**config.mk**
```make
export PLATFORM = sky130hd
export DESIGN_NAME = prog_loader
export DESIGN_NICKNAME = d
export VERILOG_FILES = /design/src/rtl/prog_loader.sv
export SDC_FILE = /design/constraint.sdc
export NUM_CORES = 1
export LEC_CHECK = 0
export BUFFER_PORTS_ARGS = -buffer_cell sky130_fd_sc_hd__buf_2
export CAP_MARGIN = 25
export CORE_MARGIN = 4
export CORE_UTILIZATION = 40
export CTS_BUF_LIST = sky130_fd_sc_hd__clkbuf_4 sky130_fd_sc_hd__clkbuf_8
export DETAILED_ROUTE_END_ITERATION = 10
export GPL_ROUTABILITY_DRIVEN = 0
export PLACE_DENSITY = 0.58
export SLEW_MARGIN = 10
export SYNTH_ARGS = -nofsm -noshare
export SYNTH_HDL_FRONTEND = slang
export SYNTH_SLANG_ARGS = --single-unit
```
**constraint.sdc**
```tcl
create_clock -name clk -period 4.3 [get_ports clk]
set_input_delay 0 -clock clk [delete_from_list [all_inputs] [get_ports clk]]
set_output_delay 0 -clock clk [all_outputs]
set_load 0.02 [all_outputs]
```
**src/rtl/prog_loader.sv**
```systemverilog
// prog_loader: receives a framed byte stream (COUNT, N big-endian words, CSUM),
// packs byte pairs into 16-bit instruction words, writes them sequentially into
// the instruction memory and keeps the core held until a frame checks out.
module prog_loader #(
  parameter int unsigned ADDR_W = 4
) (
  input  logic              clk,
  input  logic              reset,
  input  logic              start,
  input  logic [7:0]        in_data,
  input  logic              in_valid,
  output logic              in_ready,
  output logic              imem_we,
  output logic [ADDR_W-1:0] imem_addr,
  output logic [15:0]       imem_wdata,
  output logic              core_hold,
  output logic              busy,
  output logic              done,
  output logic              error,
  output logic [ADDR_W:0]   words_loaded
);

  localparam int unsigned DEPTH = 1 << ADDR_W;

  typedef enum logic [2:0] {
    S_IDLE,
    S_COUNT,
    S_HI,
    S_LO,
    S_CSUM,
    S_DONE,
    S_ERR
  } state_t;

  state_t              r_state;
  state_t              w_state_nxt;

  logic                r_we;
  logic [ADDR_W-1:0]   r_addr;
  logic [15:0]         r_wdata;
  logic                r_hold;
  logic                r_done;
  logic                r_err;
  logic [ADDR_W:0]     r_words;
  logic [ADDR_W:0]     r_n;
  logic [7:0]          r_sum;
  logic [7:0]          r_hi;

  logic                w_in_ready;
  logic                w_cnt_ok;
  logic                w_more;
  logic [7:0]          w_sum_add;

  assign w_sum_add = r_sum + in_data;
  assign w_cnt_ok  = (in_data != 8'd0) && (32'(in_data) <= DEPTH);
  // All earlier words have already been counted by the time a lo byte
  // arrives, so this compares the word being accepted against N.
  assign w_more    = (r_words + (ADDR_W+1)'(1)) < r_n;

  assign in_ready     = w_in_ready;
  assign busy         = w_in_ready;
  assign imem_we      = r_we;
  assign imem_addr    = r_addr;
  assign imem_wdata   = r_wdata;
  assign core_hold    = r_hold;
  assign done         = r_done;
  assign error        = r_err;
  assign words_loaded = r_words;

  // State register.
  always_ff @(posedge clk) begin
    if (reset) r_state <= S_IDLE;
    else       r_state <= w_state_nxt;
  end

  // Next-state and handshake decode; the stream is only accepted while loading.
  always_comb begin
    w_state_nxt = r_state;
    w_in_ready  = 1'b0;
    case (r_state)
      S_IDLE, S_DONE, S_ERR: begin
        if (start) w_state_nxt = S_COUNT;
      end
      S_COUNT: begin
        w_in_ready = 1'b1;
        if (in_valid) w_state_nxt = w_cnt_ok ? S_HI : S_ERR;
      end
      S_HI: begin
        w_in_ready = 1'b1;
        if (in_valid) w_state_nxt = S_LO;
      end
      S_LO: begin
        w_in_ready = 1'b1;
        if (in_valid) w_state_nxt = w_more ? S_HI : S_CSUM;
      end
      S_CSUM: begin
        w_in_ready = 1'b1;
        if (in_valid) w_state_nxt = (w_sum_add == 8'd0) ? S_DONE : S_ERR;
      end
      default: w_state_nxt = S_IDLE;
    endcase
  end

  // Datapath: checksum, word packing, write pulse, address/count and status flags.
  always_ff @(posedge clk) begin
    if (reset) begin
      r_we    <= 1'b0;
      r_addr  <= '0;
      r_wdata <= '0;
      r_hold  <= 1'b1;
      r_done  <= 1'b0;
      r_err   <= 1'b0;
      r_words <= '0;
      r_n     <= '0;
      r_sum   <= '0;
      r_hi    <= '0;
    end else begin
      r_we <= 1'b0;
      // The address saturates at the top word so a full image never wraps to 0.
      if (r_we) begin
        r_words <= r_words + (ADDR_W+1)'(1);
        if (r_addr != '1) r_addr <= r_addr + ADDR_W'(1);
      end
      case (r_state)
        S_IDLE, S_DONE, S_ERR: begin
          if (start) begin
            r_done  <= 1'b0;
            r_err   <= 1'b0;
            r_words <= '0;
            r_addr  <= '0;
            r_sum   <= '0;
            r_hold  <= 1'b1;
          end
        end
        S_COUNT: begin
          if (in_valid) begin
            r_sum <= w_sum_add;
            if (w_cnt_ok) r_n   <= (ADDR_W+1)'(in_data);
            else          r_err <= 1'b1;
          end
        end
        S_HI: begin
          if (in_valid) begin
            r_sum <= w_sum_add;
            r_hi  <= in_data;
          end
        end
        S_LO: begin
          if (in_valid) begin
            r_sum   <= w_sum_add;
            r_we    <= 1'b1;
            r_wdata <= {r_hi, in_data};
          end
        end
        S_CSUM: begin
          if (in_valid) begin
            r_sum <= w_sum_add;
            if (w_sum_add == 8'd0) begin
              r_done <= 1'b1;
              r_hold <= 1'b0;
            end else begin
              r_err <= 1'b1;
            end
          end
        end
        default: ;
      endcase
    end
  end

endmodule
```
==> results of run 1 <==
-- cell families after synthesis --
family | Yosys count | share of synthesized area
compound gates | 75 | 0.178
xor+xnor | 13 | 0.0404
fa+ha+maj | 14 | 0.0648
buf+inv | 28 | 0.0480
flops | 53 | 0.377
mux | 17 | 0.0617
simple gates | 137 | 0.231
-- worst paths after layout --
kind                                endpoint  cells past startpoint  slack, ns                       start
hold / removal       r_state[1]$_SDFFE_PP0P_                      5       0.17                       start
setup / recovery          error$_SDFFE_PP0P_                      9       1.80                  in_data[0]
setup reg to reg          error$_SDFFE_PP0P_                      7       1.90       r_sum[0]$_SDFFE_PP0P_
hold reg to reg   imem_wdata[9]$_SDFFE_PP0P_                      2       0.46  imem_wdata[9]$_SDFFE_PP0P_
-- state kept, by name, summed over array words and instances (netlist names) --
signal / count
core_hold: 1
imem_we: 1
r_n: 5
r_hi: 8
error: 1
r_state: 3
r_sum: 8
imem_wdata: 16
words_loaded: 5
done: 1
imem_addr: 4
-- stage by stage --
step / total power, W / hold slack, ns
finish: 0.00153 / 0.167
global route: 0.00164 / 0.200
CTS: 0.00155 / 0.153
detailed placement: 0.00123 / 0.298
global placement: 0.00123 / 0.293
floorplan: 0.00112 / 0.136
-- cell usage after synthesis (3+ instances only) --
cell type / instances
a21oi_1: 32
mux2i_1: 14
nor3b_1: 4
dfxtp_1: 53
clkbuf_1: 12
nor2_1: 34
nand4_1: 4
a31oi_1: 5
inv_1: 7
o21ai_0: 6
ha_1: 13
o21a_1: 3
buf_4: 3
buf_2: 3
nand3_1: 11
nor3_1: 6
or4_1: 3
nor4_1: 3
nand2_1: 49
nor2b_1: 4
nand2b_1: 6
o221ai_1: 3
xnor2_1: 6
xor2_1: 7
-- power breakdown --
part / internal [W] / total (W) / leakage, nW / switching [W]
sequential: 0.000541 / 0.000611 / 0.428 / 0.0000701
combinational: 0.000250 / 0.000614 / 0.813 / 0.000365
clock: 0.000122 / 0.000303 / 0.0506 / 0.000181
-- layer usage --
layer / up-vias / track usage
met5: - / 0
met4: 0 / 0.0408
met3: 5 / 0.0312
met2: 39 / 0.245
met1: 1109 / 0.222
li1: 1265 / -
-- area by class of cell --
class	count	area, um2	area share
multi-input cells	256	1620	0.502
well taps	96	120	0.0372
clock buffers	5	68.8	0.0213
clock inverters	3	28.8	0.00891
inverters	8	30.0	0.00930
repair buffers	51	298	0.0922
flip-flops and latches	53	1060	0.329
-- critical path: stages --
cell and delay, ns:
dlygate4sd3_1 0.53, buf_2 0.17, ha_1 0.25, fa_1 0.42
a211oi_2 0.34, o21ba_2 0.20, o221ai_1 0.20, a2111oi_0 0.41
a32oi_1 0.15
==> results.md, run 1 <==
* Final Core Density at 0.473
* Crit end category: flip-flop
* Clock sink count at 53
* Final std cells w/o fill at ~470
* Primary FF master, synth: dfxtp_1
* Routed WL at between 6000 and 7000 um
* Layout area overhead at 14.6%
* Final setup viols at 0
* Antenna Cells at 0
* RSZ-0062 raised after global routing: no
* Met1 Wirelength at roughly 3200 um
* Latest clock arrival within the worst-skew pair at between 0.3 and 0.4 ns
* Slew Limit Fails at 0
* Fillers at 722
* Synth area leader: dfxtp_1
* Cells after synthesis at between 300 and 400
* CP arrival at between 2 and 3 ns
* Final Cell Area at 3230 um2
* Status: finished, final reports clean
* Post-CTS Hold Fix Bufs at 8
* WL met3 at 249 um
* Share of layout cells above drive strength 1 at 0.170
* CTS H-tree lvls at 2
* Most common cell after layout, fill and taps aside: dfxtp_1
* Root buf cell: clkbuf_8
* First-pass GRT wire length at around 11000 um
* Die W at 91.9 um
* 1st-iter DRT viols at roughly 100
* Placed Area at approximately 3000 um2
* DR WL met2 at ~2900 um
* Hold Crit Class: in -> reg
* DP Wirelength at 4570 um
* VDD IR-drop max at a little under 0.0002 V
* Vias in the first global route at 2175
* Post-synth ARST share at 0
* Fin. Hold Viols at 0
* Top cells by area, synth: dfxtp_1 (38%), nand2_1 (6.5%), ha_1 (5.8%), a21oi_1 (5.7%), mux2i_1 (5.0%)
* CTS Buf Count at 5
* Chip height at a little over 90 um
* # Post-CTS Setup Buffers at 0
* GR Util All Layers at 0.157
* Largest net degree at the start of global routing at 47
* Max-Cap Viols at 0
* Syn Nets at roughly 360
* TritonCTS clock tree: built
* Final critical-path share of the clock period at 0.581
* Clock transition at the registers of the reported paths at roughly 0.10 ns
* Worst slew pin tran at approximately 0.85 ns
* Row cnt at 30
* Clk buf depth at 2
* Via count at 2418
* Clock Skew at approximately 0.0091 ns
* Number of I/O pins at 43
* Inst Count DP at ~460
* DR DRC count at 0
* Crit path kind: in -> reg
* Setup crit start kind: input pin
* Peak fanout along the critical path at 5
* Post-place setup slack at around 1.9 ns
* Max layer used: met4
* Post-synth EDFFs at 0
* Core ar. at about 6800 um2
* #FFs+latches synth at between 50 and 60
* 1st-pass router iterations at 4
* Final setup margin at between 1.5 and 2 ns
* Leak pwr at between 1 and 1.5 nW
* Total number of yosys warnings at 0
* Post-synthesis cell type count at between 60 and 70
* Avg Synthesized Cell Area at 8.36 um2
* Port-buffer cells at 42
* Max-slew headroom at 0.436
* Antenna violations before repair at 0
* Nets at ~400
* Setup Total Neg Slack at 0 ns
* Post-Synthesis Cell Area at 2820 um2
* Synth top area share at 0.377
* Cell Pwr Density at 474 nW/um2
* Sequential element share of the synthesized area at 0.377
* Wirelength per Cell at 13.6 um
* Avg Vias per Cell at slightly above 5
* Die ar. at roughly 8500 um2
* Most frequent cells in the layout: dfxtp_1 (53), nand2_1 (49), buf_2 (42), nor2_1 (34), a21oi_1 (32)
* Max Freq at between 0.4 and 0.5 GHz
* Required time worst endpoint at ~4.5 ns
* Resize count post-CTS at 0
* Final antenna-violating net count at 0
* Min Tclk post-route at approximately 2.5 ns
* Starting Density at 0.412
* Grt total ovfl at 0
Note: power is estimated with default switching activity, not from simulation.
==> run 2: changes to the inputs <==
==> constraint.sdc (replaced) <==
create_clock -name clk -period 2.3 [get_ports clk]
set_input_delay 0 -clock clk [delete_from_list [all_inputs] [get_ports clk]]
set_output_delay 0 -clock clk [all_outputs]
set_load 0.02 [all_outputs]
==> run 2 against run 1 <==
Sequential share of layout area is 1.4 points lower. Sequential power grew 85%. Combinational power rose by 130%. Via count grew 4.5%. Wire length increased by 5.1%. Clock power is 83% higher. Critical path type is now reg -> reg.
==> results.md, run 2 (same netlist as run 1, synthesis figures left out) <==
* Final Core Density at 0.494 (+0.0214)
* Max-slew headroom at 0.660 (+0.225)
* Fillers at 707 (-2.1%)
* Peak fanout along the critical path at 4 (-1)
* Vias in the first global route at 2250 (+3.4%)
* Crit path kind: reg -> reg
* Nets at 411 (+2.5%)
* Clk buf depth at 2 (unchanged)
* Latest clock arrival within the worst-skew pair at 0.31 ns (about the same)
* Reg2reg path depth at 8 (+1)
* Core ar. at 6830 um2 (unchanged)
* Pwr Total at 0.00308 W (+100%)
* Wirelength per Cell at 14.0 um (+3.0%)
* Setup Total Neg Slack at 0 ns (unchanged)
* Layout area overhead at 19.8%
* RSZ-0062 raised after global routing: no
* Worst r2r src: r_sum[0]$_SDFFE_PP0P_
* Slowest stage delay, CP at 0.38 ns (-0.15 ns)
* Final critical-path share of the clock period at 0.942
* Avg Vias per Cell at 5.24 (+2.4%)
* Share of layout cells above drive strength 1 at 0.225 (+0.0552)
* Chip height at 91.9 um (unchanged)
* Setup crit start kind: flip-flop
* Leak pwr at 1.34 nW (+3.8%)
* Worst hold slack at 0.0218 ns (-0.145 ns)
* Crit end category: flip-flop
* Max reg flops at 16 (unchanged)
* Max-Cap Viols at 0 (unchanged)
* Final antenna-violating net count at 0 (unchanged)
* HP Start: reset
* Required time worst endpoint at 2.54 ns (-1.93 ns)
* Row cnt at 30 (unchanged)
* Antenna Cells at 0 (unchanged)
* Cell Pwr Density at 914 nW/um2 (+93%)
* DR DRC count at 0 (unchanged)
* Placed Area at 3130 um2 (+2.7%)
* Worst Hold End: imem_we$_SDFF_PP0_
* Min Tclk post-route at ~2.2 ns
* Die ar. at 8450 um2 (unchanged)
* First-pass GRT wire length at 11100 um (+1.8%)
* Number of I/O pins at 43 (unchanged)
* Clock Skew at 0.0107 ns (+0.00161 ns)
* R2r setup slk at 0.13 ns (-1.77 ns)
* CP max-delay cell: fa_2
* Slew Limit Fails at 0 (unchanged)
* TritonCTS clock tree: built
* CTS H-tree lvls at 2 (unchanged)
* Register area at 1060 um2 (unchanged)
* Hold Path Depth at 2 (-3)
* # Post-CTS Setup Buffers at 0 (unchanged)
* Starting Density at 0.412 (unchanged)
* Fin. Hold Viols at 0 (unchanged)
* Clock sink count at 53 (unchanged)
* Most frequent cells in the layout: dfxtp_1 (53), nand2_1 (49), buf_2 (42), nor2_1 (33), a21oi_1 (31)
* Final setup viols at 0 (unchanged)
* GR Util All Layers at 0.158 (+0.000835)
* Area of the multi-input gates at 1700 um2 (+4.7%)
* Delay-heaviest family, CP: compound AO/OA/AOI/OAI gates
* DP Wirelength at 4790 um (+5.0%)
* Port-buffer cells at 42 (unchanged)
* 1st-pass router iterations at 4 (unchanged)
* Clock transition at the registers of the reported paths at 0.10 ns (about the same)
* VDD IR-drop max at 0.000455 V (+140%)
* 1st-iter DRT viols at 78 (-23%)
* Antenna violations before repair at 0 (unchanged)
* CTS Buf Count at 5 (unchanged)
* Max Freq at around 0.46 GHz
* Die W at 91.9 um (unchanged)
* Grt total ovfl at 0 (unchanged)
* Via count at 2528 (+4.5%)
* Largest net degree at the start of global routing at 36 (-23%)
* Status: finished, final reports clean
* FF-to-FF End: r_state[0]$_SDFFE_PP0P_
* Final Cell Area at 3370 um2 (+4.5%)
* Crit-path cells: ha_2 > fa_2 > a211oi_4 > o21ba_4 > o221ai_2 > buf_4 > nor4_2 > o2bb2ai_1
* Worst slew pin tran at 0.509 ns (-0.338 ns)
* CP arrival at 2.41 ns (-0.26 ns)
* Critical path buffers and inverters at 1 (-1)
* Hold Crit Class: in -> reg
* Root buf cell: clkbuf_8
* Routed WL at 6740 um (+5.1%)
* Most common cell after layout, fill and taps aside: dfxtp_1
## run 2: cell types whose count changed in the layout (fill, tap and decap cells not counted), sizes merged
cell	change
inv	-1
dlygate4sd3	-1
clkinvlp	+2
buf	+11
clkinv	-1
## run 2: layout make-up
type | instances | share of cell area
clock buffer | 5 | 0.0204
multi-input combinational | 256 | 0.503
sequential | 53 | 0.314
tap | 96 | 0.0356
clock inverter | 3 | 0.00779
inverter | 8 | 0.00890
timing repair buffer | 61 | 0.110
## run 2: how the worst max path moves through the flow
stage	startpoint	end	depth (start not counted)
final	r_sum[0]$_SDFFE_PP0P_	r_state[0]$_SDFFE_PP0P_	8
after global routing	r_sum[0]$_SDFFE_PP0P_	r_state[0]$_SDFFE_PP0P_	8
after CTS	r_sum[0]$_SDFFE_PP0P_	error$_SDFFE_PP0P_	7
after detailed placement	r_sum[0]$_SDFFE_PP0P_	error$_SDFFE_PP0P_	7
after global placement	r_sum[0]$_SDFFE_PP0P_	error$_SDFFE_PP0P_	7
after floorplan	r_sum[0]$_SDFFE_PP0P_	error$_SDFFE_PP0P_	7
## run 2: stage by stage
| stage | worst slack [ns] | cells |
|---|---|---|
| 2_1_floorplan | 0.143 | 337 |
| 3_3_place_gp | 0.0293 | 467 |
| 3_5_place_dp | 0.00893 | 467 |
| 4_1_cts | 0.0106 | 482 |
| 5_1_grt | 0.00769 | 482 |
| 6_report | 0.134 | 482 |
## run 2: repair_timing
action	4_1_cts	5_1_grt
endpoints found under the setup margin	5	6
pin swaps	1	3
hold buffers	7	0
endpoints found under the hold margin	9	0
gates resized for setup	2	14
## run 2: routing by layer
metal	global-route usage	up-vias	wire, um
li1	-	1285	-
met1	0.216	1198	3310
met2	0.261	41	3160
met3	0.0336	4	234
met4	0.0260	0	37
met5	0	-	0
## run 2: power breakdown
part           internal (W)  total (W)  leakage, nW  switching [W]
Sequential          0.00101    0.00113        0.428       0.000116
Clock              0.000222   0.000556       0.0423       0.000334
Combinational      0.000596    0.00140        0.870       0.000805
Total               0.00183    0.00308         1.34        0.00125
